===== config.mk =====
export PLATFORM = sky130hd
export DESIGN_NAME = rx_ctrl_unit
export DESIGN_NICKNAME = d
export VERILOG_FILES = /design/src/rtl/rx_ctrl_unit.sv
export SDC_FILE = /design/constraint.sdc
export NUM_CORES = 1
export LEC_CHECK = 0
export CORE_MARGIN = 2
export CORE_UTILIZATION = 45
export CTS_BUF_LIST = sky130_fd_sc_hd__clkbuf_4 sky130_fd_sc_hd__clkbuf_8
export DETAILED_ROUTE_END_ITERATION = 12
export PLACE_DENSITY = 0.7
export SKIP_LAST_GASP = 1
export SLEW_MARGIN = 20
export SYNTH_ARGS = -nofsm -noshare
export SYNTH_HDL_FRONTEND = slang
export SYNTH_SLANG_ARGS = --single-unit
export TNS_END_PERCENT = 30

===== constraint.sdc =====
create_clock -name clk -period 5.2 [get_ports clk]
set_clock_uncertainty 0.05 [all_clocks]
set_input_delay 0.78 -clock clk [delete_from_list [all_inputs] [get_ports clk]]
set_output_delay 0.78 -clock clk [all_outputs]
set_load 0.03 [all_outputs]

===== src/rtl/rx_ctrl_unit.sv =====
// rx_ctrl_unit: USB receive sequencer (sync check, LSB-first deserialise, FIFO writes, EOP/error tracking)
module rx_ctrl_unit #(
  parameter logic [7:0] SYNC_BYTE = 8'h80,
  parameter int MAX_BYTES = 64,
  parameter int CNT_W = 7
) (
  input  logic             clk,
  input  logic             rst,
  input  logic             d_edge,
  input  logic             d_orig,
  input  logic             shift_enable,
  input  logic             eop,
  input  logic             fifo_full,
  output logic             rcving,
  output logic             timer_en,
  output logic             w_enable,
  output logic [7:0]       rx_data,
  output logic             r_error,
  output logic [CNT_W-1:0] byte_count
);
  typedef enum logic [2:0] {IDLE, SYNC, RX, WRITE, EOPW, ERR, ERRW} state_t;
  localparam logic [CNT_W-1:0] MAX_C = CNT_W'(MAX_BYTES);
  state_t state_q, state_d;
  logic [7:0] sr_q, sr_d, sr_nx, rx_data_q, rx_data_d;
  logic [2:0] bit_cnt_q, bit_cnt_d;
  logic [CNT_W-1:0] cnt_q, cnt_d;
  logic err_q, err_d, rcv_q, wen_q;
  logic shifting, done, se_eop, se_end;
  always_comb begin
    shifting = shift_enable & ~eop & (state_q inside {SYNC, RX, WRITE});
    sr_nx = {d_orig, sr_q[7:1]};
    done = shifting & (bit_cnt_q == 3'd7);
    se_eop = shift_enable & eop;
    se_end = shift_enable & ~eop;
    sr_d = shifting ? sr_nx : sr_q;
    bit_cnt_d = shifting ? bit_cnt_q + 3'd1 : bit_cnt_q;
    cnt_d = cnt_q;
    rx_data_d = rx_data_q;
    err_d = err_q;
    state_d = state_q;
    case (state_q)
      IDLE: if (d_edge) begin
        state_d = SYNC;
        err_d = 1'b0;
        cnt_d = '0;
        bit_cnt_d = '0;
      end
      SYNC: state_d = done ? (sr_nx == SYNC_BYTE ? RX : ERR) : se_eop ? ERR : SYNC;
      RX: begin
        rx_data_d = done ? sr_nx : rx_data_q;
        state_d = done ? ((fifo_full || cnt_q == MAX_C) ? ERR : WRITE)
                : se_eop ? (bit_cnt_q == 3'd0 ? EOPW : ERR) : RX;
      end
      WRITE: begin
        state_d = RX;
        cnt_d = cnt_q + CNT_W'(1);
      end
      EOPW: state_d = se_end ? IDLE : EOPW;
      ERR: state_d = eop ? ERRW : ERR;
      ERRW: state_d = se_end ? IDLE : ERRW;
      default: state_d = IDLE;
    endcase
    err_d = (state_d == ERR) ? 1'b1 : err_d;
  end
  always_ff @(posedge clk) begin
    if (rst) begin
      state_q <= IDLE;
      sr_q <= '0;
      bit_cnt_q <= '0;
      cnt_q <= '0;
      rx_data_q <= '0;
      err_q <= 1'b0;
      rcv_q <= 1'b0;
      wen_q <= 1'b0;
    end else begin
      state_q <= state_d;
      sr_q <= sr_d;
      bit_cnt_q <= bit_cnt_d;
      cnt_q <= cnt_d;
      rx_data_q <= rx_data_d;
      err_q <= err_d;
      rcv_q <= state_d != IDLE;
      wen_q <= state_d == WRITE;
    end
  end
  assign rcving = rcv_q;
  assign timer_en = rcv_q;
  assign w_enable = wen_q;
  assign rx_data = rx_data_q;
  assign r_error = err_q;
  assign byte_count = cnt_q;
endmodule


After elaboration in Yosys (flattened, before gate mapping)

Cells that the tools add are included.
W data, S select, Z words.

Add/sub/neg operators: 2
Eq/ne operators: 12
Multiplexer cells: 20
Bitwise logic cells: 5
Reduce and logical (&&, ||, !) cells: 11

Operators by type and width:

| kind                  | count |
|---|---|
| $mux W3               | 12 |
| $pmux W3 S7           | 1 |
| $eq A3 B3 Y1 const B  | 5 |
| $pmux W7 S2           | 1 |
| $eq A3 B2 Y1 const B  | 3 |
| $eq A8 B8 Y1 const B  | 1 |
| $add A7 B1 Y7 const B | 1 |
| $eq A7 B7 Y1 const B  | 1 |
| $mux W7               | 1 |
| $logic_not A3 Y1      | 2 |
| $reduce_and A2 Y1     | 3 |
| $reduce_bool A2 Y1    | 3 |
| $reduce_bool A3 Y1    | 2 |
| $and A1 B1 Y1         | 4 |
| $mux W1               | 4 |
| $add A3 B1 Y3 const B | 1 |
| $eq A3 B1 Y1 const B  | 1 |
| $mux W2               | 1 |
| $ne A2 B2 Y1 const B  | 1 |
| $logic_or A1 B1 Y1    | 1 |
| $not A1 Y1            | 1 |

Register bits after elaboration: 32
Bits of input ports: 7
Output and inout port bits: 19
Logic and storage cells: 58

Logic depth before layout (Yosys ltp)

Gate-level depths: netlist (run 1).

Word-level depth: 9
Mapped depth: 8
Depth with buffers taken out: 7

Least setup slack after synthesis (run 1)

Ideal clock, no wire load.

Path type: input to register
Start: in eop
End: reg rx_data_q[3] (netlist: rx_data[3])
Library setup time: 0.128 ns
Arrival time: 1.808 ns
Required time: 5.022 ns
Setup slack: 3.214 ns
Cell stages on the path: 6
Buffers on the path: 1
Path through: nand2b_1 nor4_4 and2_1 buf_4 mux2i_1 nor2_1

Cells in the longest elaborated chain, start to end: 5

Ends and longest elaborated chain:

| item                        | RTL line | source |
|---|---|---|
| from (decl)                 | 12       | `input logic eop,` |
| $not A1 Y1                  | 30       | `shifting = shift_enable & ~eop & (state_q inside {SYNC, RX, WRITE});` |
| $and A1 B1 Y1 (2 in a row)  | 30       |  |
| $and A1 B1 Y1               | 32       | `done = shifting & (bit_cnt_q == 3'd7);` |
| $reduce_and A2 Y1 (no line) | -        |  |
| to (signal assigned)        | 80       | `rx_data_q <= rx_data_d;` |
| to (decl)                   | 24       | `logic [7:0] sr_q, sr_d, sr_nx, rx_data_q, rx_data_d;` |

No other way between the ends.
A chain may end at the register's enable or synchronous reset.

Worst setup path in the final report (run 1)

Start: in eop
End: reg rx_data_q[5] (netlist: rx_data[5])

The elaborated chain is that of the path after synthesis.

==> metrics, run 1 <==
max-slew violations=0; port bufs=25; Post-synth EDFFs=0; full die area=3803 sq um; overall power=between 400 and 500 uW; peak fanout along the critical path=8; final-report hold violation count=0; Final ANT Viol Nets=0; Top delay family on crit path=simple AND/OR/NAND/NOR gates; IO Pins=26; Tmin final=2.482 ns; Ys Warns=0; Netlist cell types=between 40 and 50; net switching power=approximately 110 uW; Slew @ Worst Pin=0.8289 ns; Sum Neg Setup Slack=0 ns; largest net degree at the start of global routing=24; row count=20; initial core utilization=48.23%; Pint=313.4 uW; first-pass GRT wire length=4781 um; mapped cell area=1496 sq um; core box area=3103 sq um; largest cells by area after synthesis=dfxtp_1 41%, mux2i_1 11%, nor2_1 8.0%, ha_1 4.2%, inv_1 2.0%; CTS clk-pin slew, worst paths=roughly 0.090 ns; Lkg Pwr=0.0006477 uW; CTS tree=built; Die Wd=61.67 um; RSZ-0062 raised after global routing=false; Placed Instance Area=1754 sq um; DPL Wire Length=2091 um; synthesized flop and latch total=31; Avg WL per Cell=roughly 13 um; CTS Hold Bufs=0; Setup violations, final=0; routability cong.=between 0.8 and 0.9; via count=1216; worst skew pair latency=0.33 ns; max-cap violations=0; leading area contributor after synthesis=dfxtp_1; initial antenna violation count=0; CTS resizes=0; register area share after synthesis=41.47%; share of cells above drive strength 1=between 10% and 20%; aggregate global-route resource usage=between 10% and 20%; Vias per Instance=5.310; asr flop ratio synth=0%; crit end category=register; htree depth=2; PwrDens=between 200 and 250 nW/um^2; crit path DAT=2.62 ns; Clk pwr share=slightly above 30%; Final period util=47.73%; Sw Share=26.74%; startpoint types=primary input; Num CTS Buffers=5; Worst slew margin=44.57%; hold crit path type=reg -> reg; logic gate share of total power=11.7%; syn avg cell area=9.412 sq um; Primary FF master, synth=dfxtp_1; routed wire length=2865 um; vias in the first global route=1094; Post-route DRC=0; top-area cell type share of the netlist area=41.47%; total gr overflow=0; Setup CP Type=in -> reg; total iterations of the first detailed-routing run=4; CP max-delay cell=and2_1; fin nets=196; clock tree buffer depth=2; die height=61.67 um; syn nets=171; status=finished clean; sequential power share=57.8%; fillers=slightly below 300; slowest stage delay, CP=about 0.51 ns; critical-path cell list=clkdlybuf4s50_1 -> nand2b_1 -> nor4_4 -> and2_1 -> mux2i_1 -> nor2_1; Bufs and invs on worst path=1; post-synthesis instance total=roughly 160; CP required=between 5 and 6 ns; clk sinks=31; fmax=roughly 0.4 GHz; DRT iter0 DRCs=68; Synth-to-Final Area Change=20.74%; Post-Layout Inst Area=1807 sq um; ANT cells=0; setup bufs post-CTS=0; Worst VDD drop=0.1748 mV; root buffer cell=clkbuf_4
[power by group through the flow]
stage          Sequential (uW)  Combinational, uW  Clock (uW)
2_1_floorplan              253               36.1           0
3_3_place_gp               253               49.2           0
3_5_place_dp               253               49.7           0
4_1_cts                    247               50.2         135
5_1_grt                    248               54.8         149
6_report                   247               50.1         130
[kinds of logic after synthesis]
logic type,synth area share (%)
xor gates and xnor gates,1.171
adders and majority gates,4.181
buffers and inverters,5.686
muxes,12.88
and+or+nand+nor,21.74
AOI/OAI and AO/OA,12.88
DFF,41.47
[synth_stat cells (3+ instances only)]
cell       n
nor2_1    32
dfxtp_1   31
mux2i_1   17
inv_1      8
a21oi_1    5
ha_1       5
a31oi_1    4
nand2b_1   4
a211oi_1   3
nand2_1    3
[worst min-delay path: stages (launching register included)]
cell     delay, ns
dfxtp_1       0.32
inv_1         0.06
o32ai_2       0.06
[stage by stage]
stage	hold slack, ns	cells	utilization [%]	setup slack, ns
2_1_floorplan	0.4308	159	-	3.214
3_3_place_gp	0.4091	221	56.53	2.477
3_5_place_dp	0.4179	221	56.53	2.393
4_1_cts	0.4339	229	58.23	2.743
5_1_grt	0.4587	229	58.23	2.561
6_report	0.4303	229	58.23	2.718
[state kept, by name (all words and copies together), names as in the netlist]
| signal | cells |
|---|---|
| sr_q | 7 |
| r_error | 1 |
| bit_cnt_q | 3 |
| byte_count | 7 |
| rcving | 1 |
| w_enable | 1 |
| rx_data | 8 |
| state_q | 3 |
[per-layer routing]
layer | vias up | global-route usage, % | routed length, um
met3 | 4 | 6.723 | 142
met4 | 0 | 7.599 | 35
met1 | 571 | 22.29 | 1344
li1 | 611 | - | -
met5 | - | 0 | 0
met2 | 30 | 26.92 | 1342
[layout make-up]
type	instances	area (sq um)	share of cell area, %
inverter	8	30.03	1.662
timing repair buffer	26	257.7	14.27
sequential	31	620.6	34.35
multi-input combinational	112	790.8	43.77
clock buffer	5	37.54	2.078
clock inverter	3	15.01	0.8310
tap	44	55.05	3.047
[placed cells by master (no fill, tap or decap), types with 2 or more instances in the layout]
| cell | netlist | final |
|---|---|---|
| a211oi_1 | 3 | 3 |
| nand3_1 | 2 | 2 |
| and3_1 | 2 | 2 |
| clkbuf_4 | 0 | 5 |
| mux2_2 | 2 | 2 |
| a21oi_1 | 5 | 5 |
| o21ai_0 | 2 | 2 |
| inv_1 | 8 | 8 |
| nand2_1 | 3 | 3 |
| and2_1 | 2 | 2 |
| nand3b_1 | 2 | 2 |
| and3b_1 | 2 | 2 |
| clkinv_2 | 0 | 3 |
| a31oi_1 | 4 | 4 |
| nand2b_1 | 4 | 4 |
| mux2i_1 | 17 | 17 |
| clkdlybuf4s50_1 | 0 | 25 |
| ha_1 | 5 | 5 |
| dfxtp_1 | 31 | 31 |
| nor4_1 | 2 | 2 |
| nor2_1 | 32 | 32 |
| xnor2_1 | 2 | 2 |
[final timing paths]
| check | slack, ns | cells past startpoint | start | endpoint |
|---|---|---|---|---|
| hold reg to reg | 0.43 | 2 | r_error | r_error |
| setup / recovery | 2.72 | 6 | eop | rx_data[5] |
| setup reg to reg | 2.98 | 7 | bit_cnt_q[0] | rx_data[5] |
| hold / removal | 0.43 | 2 | r_error | r_error |
(Power assumes the default switching activity.)
==> run 2, diff against run 1 <==
PLACE_DENSITY = 0.72   (was 0.7)
clock period = 2.2 ns   (was 5.2 ns; I/O delays follow)
==> run 2 against run 1 <==
Non-clock buffer count is 2 higher. Combinational power is 140% higher. Via count is 2.3% lower. Critical path depth is 2 higher.
==> metrics, run 2 (synthesized netlist as in run 1, its figures left out) <==
status=finished clean; Post-route DRC=0 (unchanged); logic gate share of total power=10.3% (-1.4 points); Bufs and invs on worst path=2 (+1); max-cap violations=0 (unchanged); hold endpoint=r_error; largest net degree at the start of global routing=22 (-8.3%); CP dominant cell by count=ha_1; routability cong.=0.8689 (+1.4%); Die Wd=61.67 um (unchanged); overall power=1171 uW (+170%); setup bufs post-CTS=0 (unchanged); crit end category=register; clock tree buffer depth=2 (unchanged); most frequent cells in the layout=32 x nor2_1, 31 x dfxtp_1, 25 x clkdlybuf4s50_1, 17 x mux2i_1, 8 x inv_1; initial core utilization=48.23% (unchanged); HP Start=r_error; Vias per Instance=5.143 (-3.1%); clk sinks=31 (unchanged); CTS Hold Bufs=0 (unchanged); CTS tree=built; Synth-to-Final Area Change=24.00%; Final period util=91.51%; via count=1188 (-2.3%); Lkg Pwr=0.0006714 uW (+3.7%); Setup violations, final=0 (unchanged); sequential power share=50.0% (-7.8 points); root buffer cell=clkbuf_4; htree depth=2 (unchanged); row count=20 (unchanged); RSZ-0062 raised after global routing=false; IO Pins=26 (unchanged); vias in the first global route=1061 (-3.0%); routed wire length=3013 um (+5.2%); worst r2r src=bit_cnt_q[0]; Sum Neg Setup Slack=0 ns (unchanged); Top delay family on crit path=simple AND/OR/NAND/NOR gates; final-report hold violation count=0 (unchanged); worst skew pair latency=0.33 ns (about the same); full die area=3803 sq um (unchanged); max FFs per register=8 (unchanged); Placement Setup Slack=0.05733 ns (-2.335 ns); Worst R2R End=rx_data[2]; port bufs=25 (unchanged); Avg WL per Cell=13.04 um (+4.3%); Setup CP Type=reg -> reg; CP required=2.36 ns (-2.98 ns); Final ANT Viol Nets=0 (unchanged); Worst slew margin=65.01% (+20 points); net switching power=279.0 uW (+140%); peak fanout along the critical path=8 (unchanged); CTS clk-pin slew, worst paths=0.10 ns (about the same); fmax=0.4967 GHz; crit path DAT=2.18 ns (-0.44 ns); ANT cells=0 (unchanged); hold depth=2 (unchanged); CP max-delay cell=nor4_4; Sw Share=23.83% (-2.9 points); total iterations of the first detailed-routing run=4 (unchanged); startpoint types=register; Num CTS Buffers=5 (unchanged); hold crit path type=reg -> reg; total gr overflow=0 (unchanged); fillers=279 (-5.7%); first-pass GRT wire length=4961 um (+3.8%); Worst R2R Path Depth=8 (+1); WP depth=8 (+2); Min Hold Slack=0.4228 ns (-0.007511 ns); max-slew violations=0 (unchanged); CTS resizes=0 (unchanged); PwrDens=630.8 nW/um^2 (+170%); DPL Wire Length=2164 um (+3.5%); Slew @ Worst Pin=0.5242 ns (-0.3047 ns); initial antenna violation count=0 (unchanged); reg2reg setup slack=0.19 ns (-2.79 ns); Worst VDD drop=0.3554 mV (+100%); fin nets=198 (+1.0%); Pint=891.6 uW (+180%); share of cells above drive strength 1=11.23% (+0.96 points); die height=61.67 um (unchanged); aggregate global-route resource usage=18.20% (+0.54 points); slowest stage delay, CP=0.40 ns (-0.11 ns); Final WS setup=0.1867 ns (-2.531 ns); Tmin final=between 2 and 2.5 ns; core box area=3103 sq um (unchanged); DRT iter0 DRCs=60 (-12%); commonest non-fill, non-tap cell in the layout=nor2_1; Clk pwr share=39.7% (+9.2 points); critical-path cell list=ha_1 -> ha_1 -> inv_1 -> nor4_4 -> and2_1 -> buf_4 -> mux2i_1 -> nor2_1
run 2: cell types whose count changed in the layout (fill, tap and decap cells not counted):
cell and delta:
clkbuf_8 +1, buf_4 +2, bufinv_16 +1, clkinv_2 -2
run 2: worst max path at each step:
stage / start / end / slack [ns]
2_1_floorplan: bit_cnt_q[0] / rx_data[3] / 0.39
3_3_place_gp: shift_enable / w_enable / 0.1
3_5_place_dp: eop / rx_data[5] / 0.06
4_1_cts: bit_cnt_q[0] / rx_data[1] / 0.19
5_1_grt: bit_cnt_q[0] / rcving / 0.05
6_report: bit_cnt_q[0] / rx_data[2] / 0.19
run 2: power groups by stage:
stage          clock (uW)  combinational, uW  sequential [uW]
2_1_floorplan           0               85.4              597
3_3_place_gp            0                120              598
3_5_place_dp            0                119              598
4_1_cts               480                120              585
5_1_grt               505                131              588
6_report              465                121              585
run 2: worst reg2reg max path, stage by stage (launching register included):
cell and delay (ns):
dfxtp_1 0.38, ha_1 0.16, ha_1 0.18, inv_1 0.08, nor4_4 0.40, and2_1 0.20
buf_4 0.19, mux2i_1 0.20, nor2_1 0.06
run 2: cell type report:
| class | count | area, sq um | share of cell area, % |
|---|---|---|---|
| Clock inverter | 2 | 35.03 | 1.888 |
| Timing Repair Buffer | 28 | 272.8 | 14.70 |
| Clock buffer | 6 | 51.30 | 2.765 |
| Sequential cell | 31 | 620.6 | 33.45 |
| Tap cell | 44 | 55.05 | 2.967 |
| Multi-Input combinational cell | 112 | 790.8 | 42.62 |
| Inverter | 8 | 30.03 | 1.618 |
run 2: metal layers:
layer  up-vias  part of all wire (%)  global-route usage, %
li1        608                     -                      -
met1       548                    51                  24.06
met2        25                    42                  26.62
met3         7                   4.4                  6.513
met4         0                   1.8                  8.207
met5         -                     0                      0
run 2: per-stage QoR:
stage	std cells	util, %	cell area [sq um]
floorplan	159	-	1496
global placement	223	57.02	1769
detailed placement	223	57.02	1769
CTS	231	59.80	1856
global route	231	59.80	1856
finish	231	59.80	1856
